File: config.mk
export PLATFORM = sky130hd
export DESIGN_NAME = dbi_typeb_wr_phy
export DESIGN_NICKNAME = d
export VERILOG_FILES = /design/src/rtl/dbi_pkg.sv /design/src/rtl/dbi_typeb_wr_phy.sv
export SDC_FILE = /design/constraint.sdc
export NUM_CORES = 1
export LEC_CHECK = 0
export ABC_CLOCK_PERIOD_IN_PS = 2500
export BUFFER_PORTS_ARGS = -buffer_cell sky130_fd_sc_hd__buf_2
export CAP_MARGIN = 10
export CELL_PAD_IN_SITES_DETAIL_PLACEMENT = 0
export CELL_PAD_IN_SITES_GLOBAL_PLACEMENT = 2
export CORE_UTILIZATION = 32
export DETAILED_ROUTE_END_ITERATION = 10
export PLACE_DENSITY = 0.85
export SLEW_MARGIN = 20
export SYNTH_ARGS = -nofsm -noshare
export SYNTH_HDL_FRONTEND = slang
export SYNTH_SLANG_ARGS = --single-unit
File: constraint.sdc
create_clock -name clk -period 2.5 [get_ports clk]
set_input_delay 0.375 -clock clk [delete_from_list [all_inputs] [get_ports clk]]
set_output_delay 0.375 -clock clk [all_outputs]
set_load 0.01 [all_outputs]
File: src/rtl/dbi_pkg.sv
// Shared definitions for the DBI Type-B write PHY: FSM state encoding,
// DCX meaning and the default cycle timing.
package dbi_pkg;

  typedef enum logic [2:0] {
    IDLE  = 3'd0,
    SETUP = 3'd1,
    WR_L  = 3'd2,
    WR_H  = 3'd3,
    GAP   = 3'd4,
    HOLD  = 3'd5
  } dbi_state_e;

  localparam logic DCX_CMD  = 1'b0;
  localparam logic DCX_DATA = 1'b1;

  localparam int DEF_DATA_WIDTH  = 8;
  localparam int DEF_CS_SETUP    = 1;
  localparam int DEF_WR_LOW_CYC  = 2;
  localparam int DEF_WR_HIGH_CYC = 2;
  localparam int DEF_CS_HOLD     = 1;
  localparam int DEF_CNT_W       = 4;

endpackage

File: src/rtl/dbi_typeb_wr_phy.sv
// MIPI DBI Type-B (8080-style) write PHY: turns accepted valid/ready beats
// into CSX/DCX/WRX/D write cycles with programmable setup/strobe/hold timing.
module dbi_typeb_wr_phy
  import dbi_pkg::*;
#(
  parameter int DATA_WIDTH  = DEF_DATA_WIDTH,
  parameter int CS_SETUP    = DEF_CS_SETUP,
  parameter int WR_LOW_CYC  = DEF_WR_LOW_CYC,
  parameter int WR_HIGH_CYC = DEF_WR_HIGH_CYC,
  parameter int CS_HOLD     = DEF_CS_HOLD,
  parameter int CNT_W       = DEF_CNT_W
) (
  input  logic                  clk,
  input  logic                  rst_n,
  input  logic [DATA_WIDTH-1:0] bwd_data_i,
  input  logic                  bwd_dcx_i,
  input  logic                  bwd_last_i,
  input  logic                  bwd_valid_i,
  output logic                  bwd_ready_o,
  output logic                  dbi_csx_o,
  output logic                  dbi_dcx_o,
  output logic                  dbi_wrx_o,
  output logic                  dbi_rdx_o,
  output logic [DATA_WIDTH-1:0] dbi_d_o,
  output logic                  busy_o
);

  if (CS_SETUP < 1 || WR_LOW_CYC < 1 || WR_HIGH_CYC < 1 || CS_HOLD < 1) begin : g_bad_timing
    $error("dbi_typeb_wr_phy: every timing parameter must be at least 1");
  end
  if ((CS_SETUP - 1) >= (1 << CNT_W) || (WR_LOW_CYC - 1) >= (1 << CNT_W) ||
      (WR_HIGH_CYC - 1) >= (1 << CNT_W) || (CS_HOLD - 1) >= (1 << CNT_W)) begin : g_bad_cnt_w
    $error("dbi_typeb_wr_phy: CNT_W too narrow for the timing parameters");
  end

  // Counter reload values; each phase lasts (reload + 1) clk cycles.
  localparam logic [CNT_W-1:0] SETUP_LD = CNT_W'(CS_SETUP - 1);
  localparam logic [CNT_W-1:0] LOW_LD   = CNT_W'(WR_LOW_CYC - 1);
  localparam logic [CNT_W-1:0] HIGH_LD  = CNT_W'(WR_HIGH_CYC - 1);
  localparam logic [CNT_W-1:0] HOLD_LD  = CNT_W'(CS_HOLD - 1);

  dbi_state_e            state_q, state_d;
  logic [CNT_W-1:0]      cnt_q, cnt_d;
  logic                  csx_q, csx_d;
  logic                  wrx_q, wrx_d;
  logic                  dcx_q, dcx_d;
  logic [DATA_WIDTH-1:0] d_q, d_d;
  logic                  last_q, last_d;
  logic                  ready;
  logic                  accept;
  logic                  cnt_zero;

  assign cnt_zero = (cnt_q == '0);
  assign ready    = (state_q == IDLE) || (state_q == GAP) ||
                    ((state_q == WR_H) && cnt_zero && !last_q);
  assign accept   = bwd_valid_i && ready;

  always_comb begin
    state_d = state_q;
    cnt_d   = cnt_q;
    csx_d   = csx_q;
    wrx_d   = wrx_q;
    dcx_d   = dcx_q;
    d_d     = d_q;
    last_d  = last_q;

    // Payload is captured only on acceptance so D/DCX stay frozen across a strobe.
    if (accept) begin
      d_d    = bwd_data_i;
      dcx_d  = bwd_dcx_i;
      last_d = bwd_last_i;
    end

    unique case (state_q)
      IDLE: begin
        if (accept) begin
          csx_d   = 1'b0;
          cnt_d   = SETUP_LD;
          state_d = SETUP;
        end
      end
      SETUP: begin
        if (cnt_zero) begin
          wrx_d   = 1'b0;
          cnt_d   = LOW_LD;
          state_d = WR_L;
        end else begin
          cnt_d = cnt_q - 1'b1;
        end
      end
      WR_L: begin
        if (cnt_zero) begin
          wrx_d   = 1'b1;
          cnt_d   = HIGH_LD;
          state_d = WR_H;
        end else begin
          cnt_d = cnt_q - 1'b1;
        end
      end
      WR_H: begin
        if (!cnt_zero) begin
          cnt_d = cnt_q - 1'b1;
        end else if (last_q) begin
          cnt_d   = HOLD_LD;
          state_d = HOLD;
        end else if (accept) begin
          // CSX is already low, so a follow-on beat skips the setup phase.
          wrx_d   = 1'b0;
          cnt_d   = LOW_LD;
          state_d = WR_L;
        end else begin
          state_d = GAP;
        end
      end
      GAP: begin
        if (accept) begin
          wrx_d   = 1'b0;
          cnt_d   = LOW_LD;
          state_d = WR_L;
        end
      end
      HOLD: begin
        if (cnt_zero) begin
          csx_d   = 1'b1;
          state_d = IDLE;
        end else begin
          cnt_d = cnt_q - 1'b1;
        end
      end
      default: begin
        csx_d   = 1'b1;
        wrx_d   = 1'b1;
        cnt_d   = '0;
        state_d = IDLE;
      end
    endcase
  end

  always_ff @(posedge clk or negedge rst_n) begin
    if (!rst_n) begin
      state_q <= IDLE;
      cnt_q   <= '0;
      csx_q   <= 1'b1;
      wrx_q   <= 1'b1;
      dcx_q   <= DCX_DATA;
      d_q     <= '0;
      last_q  <= 1'b0;
    end else begin
      state_q <= state_d;
      cnt_q   <= cnt_d;
      csx_q   <= csx_d;
      wrx_q   <= wrx_d;
      dcx_q   <= dcx_d;
      d_q     <= d_d;
      last_q  <= last_d;
    end
  end

  assign bwd_ready_o = ready;
  assign dbi_csx_o   = csx_q;
  assign dbi_wrx_o   = wrx_q;
  assign dbi_dcx_o   = dcx_q;
  assign dbi_d_o     = d_q;
  assign dbi_rdx_o   = 1'b1;
  assign busy_o      = (state_q != IDLE);

endmodule

==> metrics.md, run 1 <==
| Metric | Value |
|---|---|
| Pwr Total | `1.741 mW` |
| Xor/xnor share of the synthesized area | `0%` |
| Crit end category | `output port` |
| Synthesized area per cell | `9.867 µm²` |
| Most common cell after layout, fill and taps aside | `buf_2` |
| CTS tree | `done` |
| Max-slew violations | `0` |
| Area Overhead vs Synth | `18.80%` |
| Max-cap violations | `0` |
| Sink Count | `19` |
| Netlist Area Pre-Place | `0.001125 mm²` |
| Mux share of post-synthesis cell area | `10.01%` |
| # port buffers | `25` |
| Skew final | `0.01156 ns` |
| Die area | `0.003756 mm²` |
| Htree depth | `1` |
| Crit Path Max Fanout | `4` |
| Final Hold Vio Count | `0` |
| Sequential element share of the synthesized area | `42.60%` |
| Vias per std cell | `5.270` |
| Die X | `61.29 µm` |
| Number of global-route vias before repair | `864` |
| Post-synthesis cell type count | `43` |
| Sum of negative setup slack | `0 ns` |
| Synth Area in Adders | `2.225%` |
| DRC viols | `0` |
| CTS max path bufs | `2` |
| Total GRT Usage | `14.38%` |
| Vias | `975` |
| Drt wl/cell | `13.84 µm` |
| EDFF count, synth | `0` |
| Clk slew on worst S/H paths | `0.12 ns` |
| Main combinational cell family by area after synthesis | `compound AO/OA/AOI/OAI gates` |
| ANT cells | `0` |
| Total grt overflow | `0` |
| Critical path required time | `2.12 ns` |
| Net Count, Synth | `129` |
| Actual slew at the worst max-slew pin | `0.5216 ns` |
| Starting Density | `33.44%` |
| Dpl cells | `178` |
| Synth warn | `0` |
| Outcome | `finished, final reports clean` |
| Kind of critical path | `reg -> out` |
| F_max | `420.5 MHz` |
| Final GP Congestion | `0.8405` |
| Worst Path Arrival | `2.00 ns` |
| Initial antenna violation count | `0` |
| Crit share post-route | `95.13%` |
| Final nets | `155` |
| P_leak | `0.6085 nW` |
| Most frequent cells in the layout | `25 x buf_2, 15 x dfrtp_1, 10 x mux2_2, 8 x nand2_1, 8 x o21ai_0` |
| Routed Antenna Nets | `0` |
| Setup Viol. Count Final | `0` |
| Core area | `0.003363 mm²` |
| Post-DP HPWL | `1827 µm` |
| Peak supply drop | `342.1 µV` |
| Startpoint class of the critical path | `flip-flop` |
| FP Rows | `21` |
| RSZ-0062 raised after global routing | `no` |
| Largest net degree at the start of global routing | `20` |
| Pwr Density | `1303 mW/mm²` |
| Async SR Flop Fraction | `100.0%` |
| Slew margin rel. | `65.23%` |
| #FFs+latches synth | `19` |
| Final WL | `2561 µm` |
| Clk root buf | `clkbuf_4` |
| Min cycle time layout | `2.378 ns` |
| Compound-Gate Fraction of Synth Area | `23.03%` |
| DR iter-0 viols | `44` |
| I/O pins | `27` |
| TritonCTS Buffers | `3` |
| Hold Crit Class | `in -> reg` |
| Die span in y | `61.29 µm` |
| First-pass GRT wire length | `3967 µm` |
| Clk_lat worst skew | `0.31 ns` |
| Final Non-Filler Cells | `185` |
| DRT Pass-1 Iters | `5` |
| Post-synth top flop | `dfrtp_1` |
| Simple-gate share of the synthesized area | `15.68%` |
| Synth Instances | `114` |
| Layout cell share with drive strength beyond 1 | `40.29%` |
==> timing repair <==
item,in CTS,in global routing
hold buffers,1,0
resized for setup,0,3
endpoints found under the hold margin,5,0
setup buffers,0,2
pin swaps,1,1
setup endpoints to repair,1,1
==> cells by family after synthesis <==
group / after synthesis
mux: 10
other cells: 1
buf+inv: 15
flops: 19
fa+ha+maj: 2
simple gates: 32
compound gates: 35
==> synthesized netlist by cell type (2+ instances only) <==
cell       instances  area [µm²]
dfstp_2            3       78.83
o21ai_0            8       40.04
dfrtp_1           16       400.4
nor2_1             7       26.28
or3_1              2       12.51
nor3_1             4       20.02
a21o_1             3       22.52
ha_1               2       25.02
nand3_1            2       10.01
a221oi_1           2       17.52
mux2_2            10       112.6
inv_1              5       18.77
clkbuf_1           7       26.28
o2bb2ai_1          2       17.52
o31ai_1            2       15.01
a21oi_1            5       25.02
nand2_1            8       30.03
==> sequential cells by signal (all words and copies together) (netlist names) <==
signal     flops
state_q        3
dbi_wrx_o      1
dbi_d_o        8
dbi_csx_o      1
dbi_dcx_o      1
cnt_q          4
last_q         1
==> stage by stage <==
step | hold slack [ns] | setup slack, ns | instance area [µm²] | utilization [%]
floorplan | 0.07941 | 0.4209 | 1125 | -
global placement | 0.3418 | 0.3724 | 1280 | 38.06
detailed placement | 0.3475 | 0.2967 | 1280 | 38.06
CTS | 0.2867 | 0.01230 | 1318 | 39.17
global route | 0.2846 | 0.01117 | 1336 | 39.73
finish | 0.2897 | 0.1217 | 1336 | 39.73
==> critical path, stage by stage, from the launching register on <==
cell and delay (ns):
dfrtp_2 0.45, inv_2 0.08, ha_2 0.18, or4b_4 0.51, o31ai_4 0.30, buf_2 0.18
==> area by class of cell <==
cell class	instances	area, µm²
repair buffers	31	172.7
clock buffers	3	22.52
flip-flops and latches	19	480.5
fillers	360	2027
well taps	46	57.56
inverters	5	18.77
clock inverters	1	5.005
multi-input cells	80	579.3
==> power breakdown <==
group	switching [mW]	internal (mW)	total [mW]
clock network	0.103	0.0597	0.163
logic	0.495	0.474	0.969
registers	0.149	0.460	0.609
total	0.747	0.994	1.74
==> metal layers <==
metal | share of wire, % | wire (µm) | GRT usage (%)
met1 | 47 | 1197 | 21.20
met2 | 49 | 1251 | 20.96
met3 | 4.4 | 113 | 1.681
met4 | 0 | 0 | 6.494
met5 | 0 | 0 | 0
==> worst paths after layout <==
kind	slack [ns]	endpoint	from	cells after the start
worst max register to register	0.30	dbi_d_o[4]	cnt_q[0]	7
min in group asynchronous	0.52	cnt_q[3]	rst_n	2
worst min register to register	0.52	dbi_d_o[7]	dbi_d_o[7]	1
worst min-delay path	0.29	dbi_dcx_o	bwd_dcx_i	2
max in group asynchronous	1.63	dbi_csx_o	rst_n	2
worst max-delay path	0.12	bwd_ready_o	cnt_q[0]	5
No activity file was read; power rests on OpenSTA's default activity.
==> inputs of run 2 (changes only) <==
--- a/config.mk
+++ b/config.mk
@@ -5,7 +5,7 @@
 export SDC_FILE = /design/constraint.sdc
 export NUM_CORES = 1
 export LEC_CHECK = 0
-export ABC_CLOCK_PERIOD_IN_PS = 2500
+export ABC_CLOCK_PERIOD_IN_PS = 2600
 export BUFFER_PORTS_ARGS = -buffer_cell sky130_fd_sc_hd__buf_2
 export CAP_MARGIN = 10
 export CELL_PAD_IN_SITES_DETAIL_PLACEMENT = 0
==> constraint.sdc (replaced) <==
create_clock -name clk -period 2.6 [get_ports clk]
set_input_delay 0.39 -clock clk [delete_from_list [all_inputs] [get_ports clk]]
set_output_delay 0.39 -clock clk [all_outputs]
set_load 0.01 [all_outputs]
==> run 2 against run 1 <==
Against the previous run: the run now ends with negative hold slack left; clock power about the same; core utilization down 0.63 points; hold slack lost 0.29 ns; die area stayed put; highest routed layer is now met4; clock-buffer cell count unchanged; cell count is 1.1% lower; sequential share of layout area rose by 0.49 points; critical endpoint unchanged.
==> metrics.md, run 2 (synthesized netlist as in run 1, its figures left out) <==
| Metric | Value |
|---|---|
| Outcome | `complete, but fails checks` |
| Failing checks | `negative hold slack` |
| DR iter-0 viols | `30 (-32%)` |
| Hold WS | `-0.001643 ns (-0.2914 ns)` |
| Max FFs per register | `8 (unchanged)` |
| # port buffers | `25 (unchanged)` |
| Htree depth | `1 (unchanged)` |
| Startpoint class of the critical path | `flip-flop` |
| Multi-input gate area | `576.8 µm² (-0.43%)` |
| Reg2Reg Launch Point | `cnt_q[0]` |
| Setup Viol. Count Final | `0 (unchanged)` |
| Starting Density | `33.44% (unchanged)` |
| Clk slew on worst S/H paths | `0.13 ns (about the same)` |
| Number of global-route vias before repair | `818 (-5.3%)` |
| Most frequent cells in the layout | `25 x buf_2, 16 x dfrtp_1, 10 x mux2_2, 8 x nand2_1, 8 x o21ai_0` |
| DRC viols | `0 (unchanged)` |
| Area Overhead vs Synth | `16.91%` |
| Area after DPL | `0.001280 mm² (unchanged)` |
| Max-cap violations | `0 (unchanged)` |
| Sink Count | `19 (unchanged)` |
| Final Non-Filler Cells | `183 (-1.1%)` |
| Die span in y | `61.29 µm (unchanged)` |
| Initial antenna violation count | `0 (unchanged)` |
| TritonCTS Buffers | `3 (unchanged)` |
| Kind of critical path | `reg -> out` |
| Fill count | `364 (+1.1%)` |
| Routed Antenna Nets | `0 (unchanged)` |
| Total GRT Usage | `14.20% (-0.18 points)` |
| Reg2Reg Depth | `7 (unchanged)` |
| Final WL | `2508 µm (-2.1%)` |
| Hold Crit Class | `in -> async` |
| Core area | `0.003363 mm² (unchanged)` |
| Vias per std cell | `5.355 (+1.6%)` |
| Drt wl/cell | `13.70 µm (-1.0%)` |
| Post-DP HPWL | `1807 µm (-1.1%)` |
| F_max | `417.6 MHz` |
| Final nets | `153 (-1.3%)` |
| P_leak | `0.6030 nW (-0.90%)` |
| ANT cells | `0 (unchanged)` |
| Vias | `980 (+0.51%)` |
| Critical path required time | `2.21 ns (+0.09 ns)` |
| Min cycle time layout | `2.394 ns` |
| Crit Path Max Fanout | `7 (+3)` |
| Core Util, Final | `39.10% (-0.63 points)` |
| Dpl cells | `178 (unchanged)` |
| Pwr Density | `1259 mW/mm² (-3.3%)` |
| Die X | `61.29 µm (unchanged)` |
| Count of cells resized by post-cts repair | `0 (unchanged)` |
| Total grt overflow | `0 (unchanged)` |
| Crit end category | `output port` |
| Layout cell share with drive strength beyond 1 | `37.96% (-2.3 points)` |
| Final GP Congestion | `0.8364 (-0.49%)` |
| Crit share post-route | `92.09%` |
| Most common cell after layout, fill and taps aside | `buf_2` |
| Clk root buf | `clkbuf_4` |
| I/O pins | `27 (unchanged)` |
| Worst Path Arrival | `2.00 ns (about the same)` |
| Max-slew violations | `0 (unchanged)` |
| Reg2reg setup slack | `0.40 ns (+0.10 ns)` |
| Peak supply drop | `325.0 µV (-5.0%)` |
| CTS tree | `done` |
| Clk_lat worst skew | `0.31 ns (about the same)` |
| Die area | `0.003756 mm² (unchanged)` |
| RR Endpoint | `dbi_d_o[4]` |
| Sum of negative setup slack | `0 ns (unchanged)` |
| Reg area | `479.2 µm² (-0.26%)` |
| Final Hold Vio Count | `6 (+6)` |
| First-pass GRT wire length | `3891 µm (-1.9%)` |
| CTS max path bufs | `2 (unchanged)` |
| RSZ-0062 raised after global routing | `no` |
| Skew final | `0.01501 ns (+0.003450 ns)` |
| Post-route cell area | `0.001315 mm² (-1.6%)` |
| DRT Pass-1 Iters | `4 (-1)` |
| FP Rows | `21 (unchanged)` |
| Largest net degree at the start of global routing | `20 (unchanged)` |
-- run 2: cell types whose count changed in the layout (fill, tap and decap cells not counted) --
cell | previous run | this run
buf_4 | 5 | 4
dfrtp_1 | 15 | 16
dfrtp_2 | 1 | 0
dlygate4sd3_1 | 1 | 0
ha_1 | 1 | 2
ha_2 | 1 | 0
inv_1 | 4 | 5
inv_2 | 1 | 0
-- run 2: what timing repair did --
item | 4_1_cts | 5_1_grt
setup endpoints to repair | 0 | 1
buffers inserted | 0 | 1
hold buffers | 0 | 0
-- run 2: final cells by class --
class                      count  area share [%]
multi-input combinational     80           43.86
sequential                    19           36.44
timing repair buffer          29           11.80
tap                           46           4.377
clock buffer                   3           1.713
inverter                       5           1.427
clock inverter                 1          0.3806
-- run 2: power by group --
group	switching (mW)	internal (mW)	total (mW)	leakage, nW
Combinational	0.469	0.443	0.912	0.360
Clock	0.103	0.0574	0.160	0.0177
Sequential	0.143	0.440	0.584	0.225
Total	0.716	0.941	1.66	0.603
-- run 2: through the flow --
step           total power, mW  setup slack (ns)
2_1_floorplan            1.243            0.5209
3_3_place_gp             1.476            0.4773
3_5_place_dp             1.491            0.4107
4_1_cts                  1.657           0.05876
5_1_grt                  1.821           0.07552
6_report                 1.656            0.2056
-- run 2: worst max-delay path by stage --
| stage | cells past startpoint | start | endpoint | slack, ns |
|---|---|---|---|---|
| after floorplan | 6 | cnt_q[0] | dbi_d_o[0] | 0.52 |
| after global placement | 5 | cnt_q[0] | bwd_ready_o | 0.48 |
| after detailed placement | 6 | cnt_q[0] | dbi_d_o[2] | 0.41 |
| after CTS | 5 | cnt_q[0] | bwd_ready_o | 0.06 |
| after global routing | 5 | cnt_q[0] | bwd_ready_o | 0.08 |
| final | 5 | cnt_q[0] | bwd_ready_o | 0.21 |
-- run 2: critical path, cell delays in order (launching register included) --
cell,delay (ns)
dfrtp_1,0.45
inv_1,0.13
ha_1,0.20
or4b_4,0.51
o31ai_4,0.23
buf_2,0.17
-- run 2: layer usage --
metal / track usage, % / share of wire [%] / vias to the layer above
met5: 0 / 0 / -
met4: 6.818 / 1.0 / 0
met3: 0.6303 / 3.2 / 2
met2: 20.81 / 48 / 27
met1: 21.33 / 47 / 488
li1: - / - / 463
